$ cat src/rtl/gs_ctrl_pkg.sv
// Shared types and encodings for the Goldschmidt divider sequencer.
package gs_ctrl_pkg;

  typedef enum logic [2:0] {IDLE, LOAD, SEED, ITER, DONE} gs_state_t;

  localparam logic [1:0] SEL_IN = 2'b00;
  localparam logic [1:0] SEL_IA = 2'b01;
  localparam logic [1:0] SEL_K  = 2'b10;

  localparam logic K_IA  = 1'b0;
  localparam logic K_2MD = 1'b1;

  localparam int STEP_W = 4;

endpackage

$ cat src/rtl/gs_step_timer.sv
// Multiply hold timer: counts MUL_LAT cycles per step and flags the last one.
module gs_step_timer
  import gs_ctrl_pkg::*;
#(
  parameter int MUL_LAT = 1
) (
  input  logic clk,
  input  logic reset,
  input  logic active,
  output logic step_fire
);

  localparam int HOLD_W = $clog2(MUL_LAT + 1);
  localparam logic [HOLD_W-1:0] HOLD_LAST = HOLD_W'(MUL_LAT - 1);

  logic [HOLD_W-1:0] hold_q;

  assign step_fire = active && (hold_q == HOLD_LAST);

  // Every state/step change coincides with step_fire, so clearing on it restarts each window.
  always_ff @(posedge clk or negedge reset) begin
    if (!reset)
      hold_q <= '0;
    else if (!active || step_fire)
      hold_q <= '0;
    else
      hold_q <= hold_q + 1'b1;
  end

endmodule

$ cat src/rtl/gs_div_ctrl.sv
// Goldschmidt divider sequencer: LOAD, IA seed, ITERATIONS x (2 - D) steps, DONE.
// Optional early exit on d_converged when GS_EARLY_EXIT_EN is defined.
//
// state | meaning
// IDLE  | ready, waiting for start
// LOAD  | external N/D written into the registers
// SEED  | N/D times IA, held MUL_LAT cycles
// ITER  | N/D times (2 - D), one MUL_LAT window per step
// DONE  | one-cycle quotient capture / done pulse
module gs_div_ctrl
  import gs_ctrl_pkg::*;
#(
  parameter int ITERATIONS = 4,
  parameter int MUL_LAT    = 1
) (
  input  logic              clk,
  input  logic              reset,
  input  logic              start,
  output logic              ready,
  output logic [1:0]        sel_ND_mux,
  output logic              sel_K_mux,
  output logic              load_regN,
  output logic              load_regD,
  output logic              load_result,
  output logic              done,
  output logic [STEP_W-1:0] busy_step
`ifdef GS_EARLY_EXIT_EN
  ,
  input  logic              d_converged
`endif
);

  localparam logic [STEP_W-1:0] LAST_STEP = STEP_W'(ITERATIONS - 1);

  gs_state_t         state_q, state_d;
  logic [STEP_W-1:0] step_q, step_d;
  logic              step_fire;
  logic              timer_active;
  logic              exit_iter;

  assign timer_active = (state_q == SEED) || (state_q == ITER);

  gs_step_timer #(.MUL_LAT(MUL_LAT)) u_timer (
    .clk       (clk),
    .reset     (reset),
    .active    (timer_active),
    .step_fire (step_fire)
  );

`ifdef GS_EARLY_EXIT_EN
  assign exit_iter = (step_q == LAST_STEP) || d_converged;
`else
  assign exit_iter = (step_q == LAST_STEP);
`endif

  always_ff @(posedge clk or negedge reset) begin
    if (!reset) begin
      state_q <= IDLE;
      step_q  <= '0;
    end else begin
      state_q <= state_d;
      step_q  <= step_d;
    end
  end

  always_comb begin
    state_d     = state_q;
    step_d      = step_q;
    ready       = 1'b0;
    sel_ND_mux  = SEL_IN;
    sel_K_mux   = K_IA;
    load_regN   = 1'b0;
    load_result = 1'b0;
    done        = 1'b0;
    busy_step   = '0;
    unique case (state_q)
      IDLE: begin
        ready = 1'b1;
        if (start) state_d = LOAD;
      end
      LOAD: begin
        load_regN = 1'b1;
        state_d   = SEED;
      end
      SEED: begin
        sel_ND_mux = SEL_IA;
        load_regN  = step_fire;
        if (step_fire) state_d = ITER;
      end
      ITER: begin
        sel_ND_mux = SEL_K;
        sel_K_mux  = K_2MD;
        load_regN  = step_fire;
        busy_step  = step_q;
        if (step_fire) begin
          if (exit_iter) state_d = DONE;
          else           step_d  = step_q + 1'b1;
        end
      end
      DONE: begin
        sel_ND_mux  = SEL_K;
        sel_K_mux   = K_2MD;
        load_result = 1'b1;
        done        = 1'b1;
        step_d      = '0;
        state_d     = IDLE;
      end
      default: state_d = IDLE;
    endcase
  end

  // N and D always advance together.
  assign load_regD = load_regN;

endmodule

$ cat config.mk
export PLATFORM = sky130hd
export DESIGN_NAME = gs_div_ctrl
export DESIGN_NICKNAME = d
export VERILOG_FILES = /design/src/rtl/gs_ctrl_pkg.sv /design/src/rtl/gs_step_timer.sv /design/src/rtl/gs_div_ctrl.sv
export SDC_FILE = /design/constraint.sdc
export NUM_CORES = 1
export LEC_CHECK = 0
export ABC_AREA = 1
export BUFFER_PORTS_ARGS = -buffer_cell sky130_fd_sc_hd__buf_4
export CAP_MARGIN = 20
export CORE_UTILIZATION = 30
export CTS_BUF_LIST = sky130_fd_sc_hd__clkbuf_16
export DETAILED_ROUTE_END_ITERATION = 8
export PLACE_DENSITY = 0.52
export RECOVER_POWER = 100
export SLEW_MARGIN = 25
export SYNTH_ARGS = -nofsm -noshare
export SYNTH_HDL_FRONTEND = slang
export SYNTH_SLANG_ARGS = --single-unit
export TNS_END_PERCENT = 10
$ cat constraint.sdc
create_clock -name clk -period 2.2 [get_ports clk]
set_clock_uncertainty 0.2 [all_clocks]
set_input_delay 0.33 -clock clk [delete_from_list [all_inputs] [get_ports clk]]
set_output_delay 0.33 -clock clk [all_outputs]
set_load 0.02 [all_outputs]
==> results <==
- The run finished with clean final reports.
- The synthesized instance count is 77.
- In this run, CTS created clock tree buffers numbering 3.
- The critical path ends at done.
- The share of the Yosys chip area taken by registers is 0.391.
- The DRC violations left is 0.
- The cell depth of the worst flop-to-flop path is 7.
- The share of synthesized area in the top cell type comes to 0.391.
- The power per standard cell area is 1810 nW/µm².
- The element type at the critical path start is a flip-flop.
- The post-synth net total is 81.
- From synthesis to final layout, the design area changed by 28.9%.
- The final wirelength is around 1000 µm.
- In the routed layout, each cell is associated on average with a via count of ~4.4.
- The register bit count reported by yosys is 8.
- Across the run, the number of max-cap violations was 0.
- The cell area after technology mapping is 512 µm².
- By startpoint and endpoint, the worst setup path is classified as flip-flop to primary output.
- Yosys printed 0 warnings.
- For this run, the total global-route usage over all layers was measured as 0.128.
- In this run the worst hold path is classified as input port to flip-flop.
- Counting flops with a built-in enable in the synthesized netlist gives 0.
- The critical path capture point type is a primary output.
- The total setup buffers inserted after CTS is 0.
- The weighted congestion at the end of routability-driven global placement is between 0.7 and 0.8.
- The count of cells in the finished layout, fillers not included, comes to 109.
- In this run the tool buffered the top-level ports with 14 buffer cells.
- The most numerous cell type found on the critical path is sky130_fd_sc_hd__inv_1.
- The I/O pin count is 15.
- Clock-pin slew was measured on the worst setup and hold paths at about 0.03 ns.
- In this run the remaining antenna-violating nets after routing total 0.
- The net count of the finished layout is roughly 100.
- 0 antenna diodes ended up in the layout.
- The final max-slew violation count is 0.
- The remaining global-route overflow is 0.
- The floorplan step defined a core boundary enclosing 1540 µm².
- The cell count after placement is around 110.
- The maximum number of pins on one net before global-route repair is 9.
- The sink count of the clock tree is 8.
- Sorting the synthesized cells by area gives the leading types as sky130_fd_sc_hd__dfrtp_1 (39%), sky130_fd_sc_hd__nand2_1 (19%), sky130_fd_sc_hd__inv_1 (9.5%).
- The arrival time of the worst setup path is between 1 and 1.5 ns.
- The leakage power figure is 0.385 nW.
- The buffers plus inverters on the worst setup path is 3.
- Row generation in the floorplan step produced 14 rows.
- For this run, the slowest stage of the critical path takes just over 0.4 ns.
- The most common cell in the synthesized netlist is sky130_fd_sc_hd__nand2_1.
- The critical path starts at state_q[1].
- Dividing the detail-routed wire length by the instance count gives between 9 and 10 µm.
- In this run the critical register-to-register path is captured at step_q[0].
- Of all nets on the critical path, the largest fanout is 8.
- No sink is reached through more buffers than the 2 on the longest clock path.
- In this run, the number of DRC markers left after iteration 0 of detailed routing was 21.
- The worst register-to-register path begins at step_q[0].
- The initial antenna violation count is 0.
- In the synthesized netlist the async set-or-reset flop fraction comes to 1.00.
- The clock tree from TritonCTS is done.
- The via count of the first global-routing pass is 427.
- The number of distinct library cells after synthesis is 15.
- On the critical path the largest part of the delay comes from buffers and inverters.
- The width of the die is ~43 µm.
- In this run the number of H-tree levels came out at 1.
- In this run the number of cells on the critical path is 4.
- The HPWL after detailed placement is around 800 µm.
- The overall power of the completed layout is roughly 0.0012 W.
- The most used flip-flop cell after synthesis is sky130_fd_sc_hd__dfrtp_1.
- Counting instances in the post-synthesis netlist gives the leading cell types as sky130_fd_sc_hd__nand2_1 (26), sky130_fd_sc_hd__inv_1 (13), sky130_fd_sc_hd__nor2_1 (10).
- The height of the die is roughly 43 µm.
- The maximum clock rate is approximately 530 MHz.
- The total number of vias is ~490.
- The cell with the biggest individual delay on the critical path is sky130_fd_sc_hd__dfrtp_1.
- The critical path goes through inv_1 > nand3_1 > inv_1 > clkbuf_1.
- The first global-routing pass estimated approximately 1800 µm of wire.
- Setup slack on the worst reg-to-reg path comes out at roughly 0.70 ns.
- The final critical path time including I/O delays and setup is between 1.5 and 2 ns.
- The final number of hold-violating endpoints came to 0.
- The die covers 1870 µm².
- The clock latency of the later-clocked register in the worst-skew pair is 0.23 ns.
- Summed over all instances, the cell type with the most area after synthesis is sky130_fd_sc_hd__dfrtp_1.
- The maximum VDD drop is slightly above 700 µV.
- Setup violations remaining at the end of the flow were counted as 0.
- Of the cells placed in the final design, the portion with a size suffix greater than 1 is 0.0645.
- The first detailed-routing pass ran for 4 iterations.
- The initial utilization of the core area, before any placement, comes to 0.332.
- The share of the cycle needed by the critical path after routing is 0.865.
- The worst endpoint required time is between 1.5 and 2 ns.
- The mean cell area of the mapped netlist is around 6.6 µm².
- In the final timing run, aggregate negative setup slack is 0 ns.
- The tree is rooted in a sky130_fd_sc_hd__clkbuf_16.
- Setup repair after global routing left no endpoint under its margin.
==> worst register-to-register path, delay by kind of cell (launching register included) <==
family / cells / cell delay (ns)
and+or+nand+nor: 6 / 0.53
DFF: 1 / 0.41
adders and majority gates: 1 / 0.25
==> report_power, final <==
| group | switching (W) | internal (W) |
|---|---|---|
| clock | 0.0000634 | 0.000234 |
| sequential | 0.0000814 | 0.000212 |
| combinational | 0.000417 | 0.000188 |
==> routing by layer <==
| metal | track usage | vias to the layer above | wire [µm] |
|---|---|---|---|
| met5 | 0 | - | 0 |
| met4 | 0.109 | 0 | 8 |
| met1 | 0.196 | 202 | 533 |
| li1 | - | 272 | - |
| met3 | 0.0170 | 2 | 50 |
| met2 | 0.152 | 9 | 404 |
==> what timing repair did <==
item / CTS / global route
endpoints found under the hold margin: 8 / 0
hold buffers: 1 / 0
gates resized for setup: 0 / 0
==> how the worst min path moves through the flow <==
stage | from | end | slack, ns | cells after the start
floorplan | reset | state_q[0] | -0.17 | 0
global placement | reset | step_q[1] | -0.05 | 1
detailed placement | reset | step_q[1] | -0.05 | 1
CTS | reset | step_q[1] | 0.25 | 2
global route | start | state_q[1] | 0.27 | 4
finish | start | state_q[1] | 0.25 | 4
==> registers in the layout, summed over array words and instances (netlist names) <==
signal          cells
state_q             3
u_timer.hold_q      1
step_q              4
==> cell families after synthesis <==
logic type / after synthesis / synth area share
XOR/XNOR: 1 / 0.0171
buffers and inverters: 15 / 0.125
AND/OR/NAND/NOR: 49 / 0.411
flip-flops: 8 / 0.391
other: 1 / 0.00733
adder cells (fa/ha/maj): 1 / 0.0244
AO/OA/AOI/OAI: 2 / 0.0244
==> stage by stage <==
| step | instance area [µm²] | utilization | hold WS, ns | setup slack (ns) |
|---|---|---|---|---|
| final | 659 | 0.428 | 0.247 | 0.298 |
| after floorplan | 512 | - | -0.166 | 0.545 |
| after CTS | 707 | 0.459 | 0.250 | 0.366 |
| after global placement | 622 | 0.403 | -0.0466 | 0.648 |
| after global routing | 659 | 0.428 | 0.272 | 0.135 |
| after detailed placement | 622 | 0.403 | -0.0470 | 0.611 |
==> cells in the final DEF (no fill, tap or decap), drive strengths merged <==
cell type    count
ha               1
a21oi            1
clkbuf          15
nand3            4
nor3             1
dlygate4sd3      1
dfrtp            8
a21o             1
conb             1
buf              2
nor2            11
nand4            6
xor2             1
nand2           27
inv             13
==> cell type report <==
cell class / count / area, µm²
Sequential cell: 8 / 200
Multi-Input combinational cell: 54 / 245
Clock buffer: 3 / 75.1
Timing Repair Buffer: 15 / 70.1
Fill cell: 170 / 882
Tap cell: 16 / 20.0
Inverter: 13 / 48.8
Note: power is estimated with default switching activity, not from simulation.
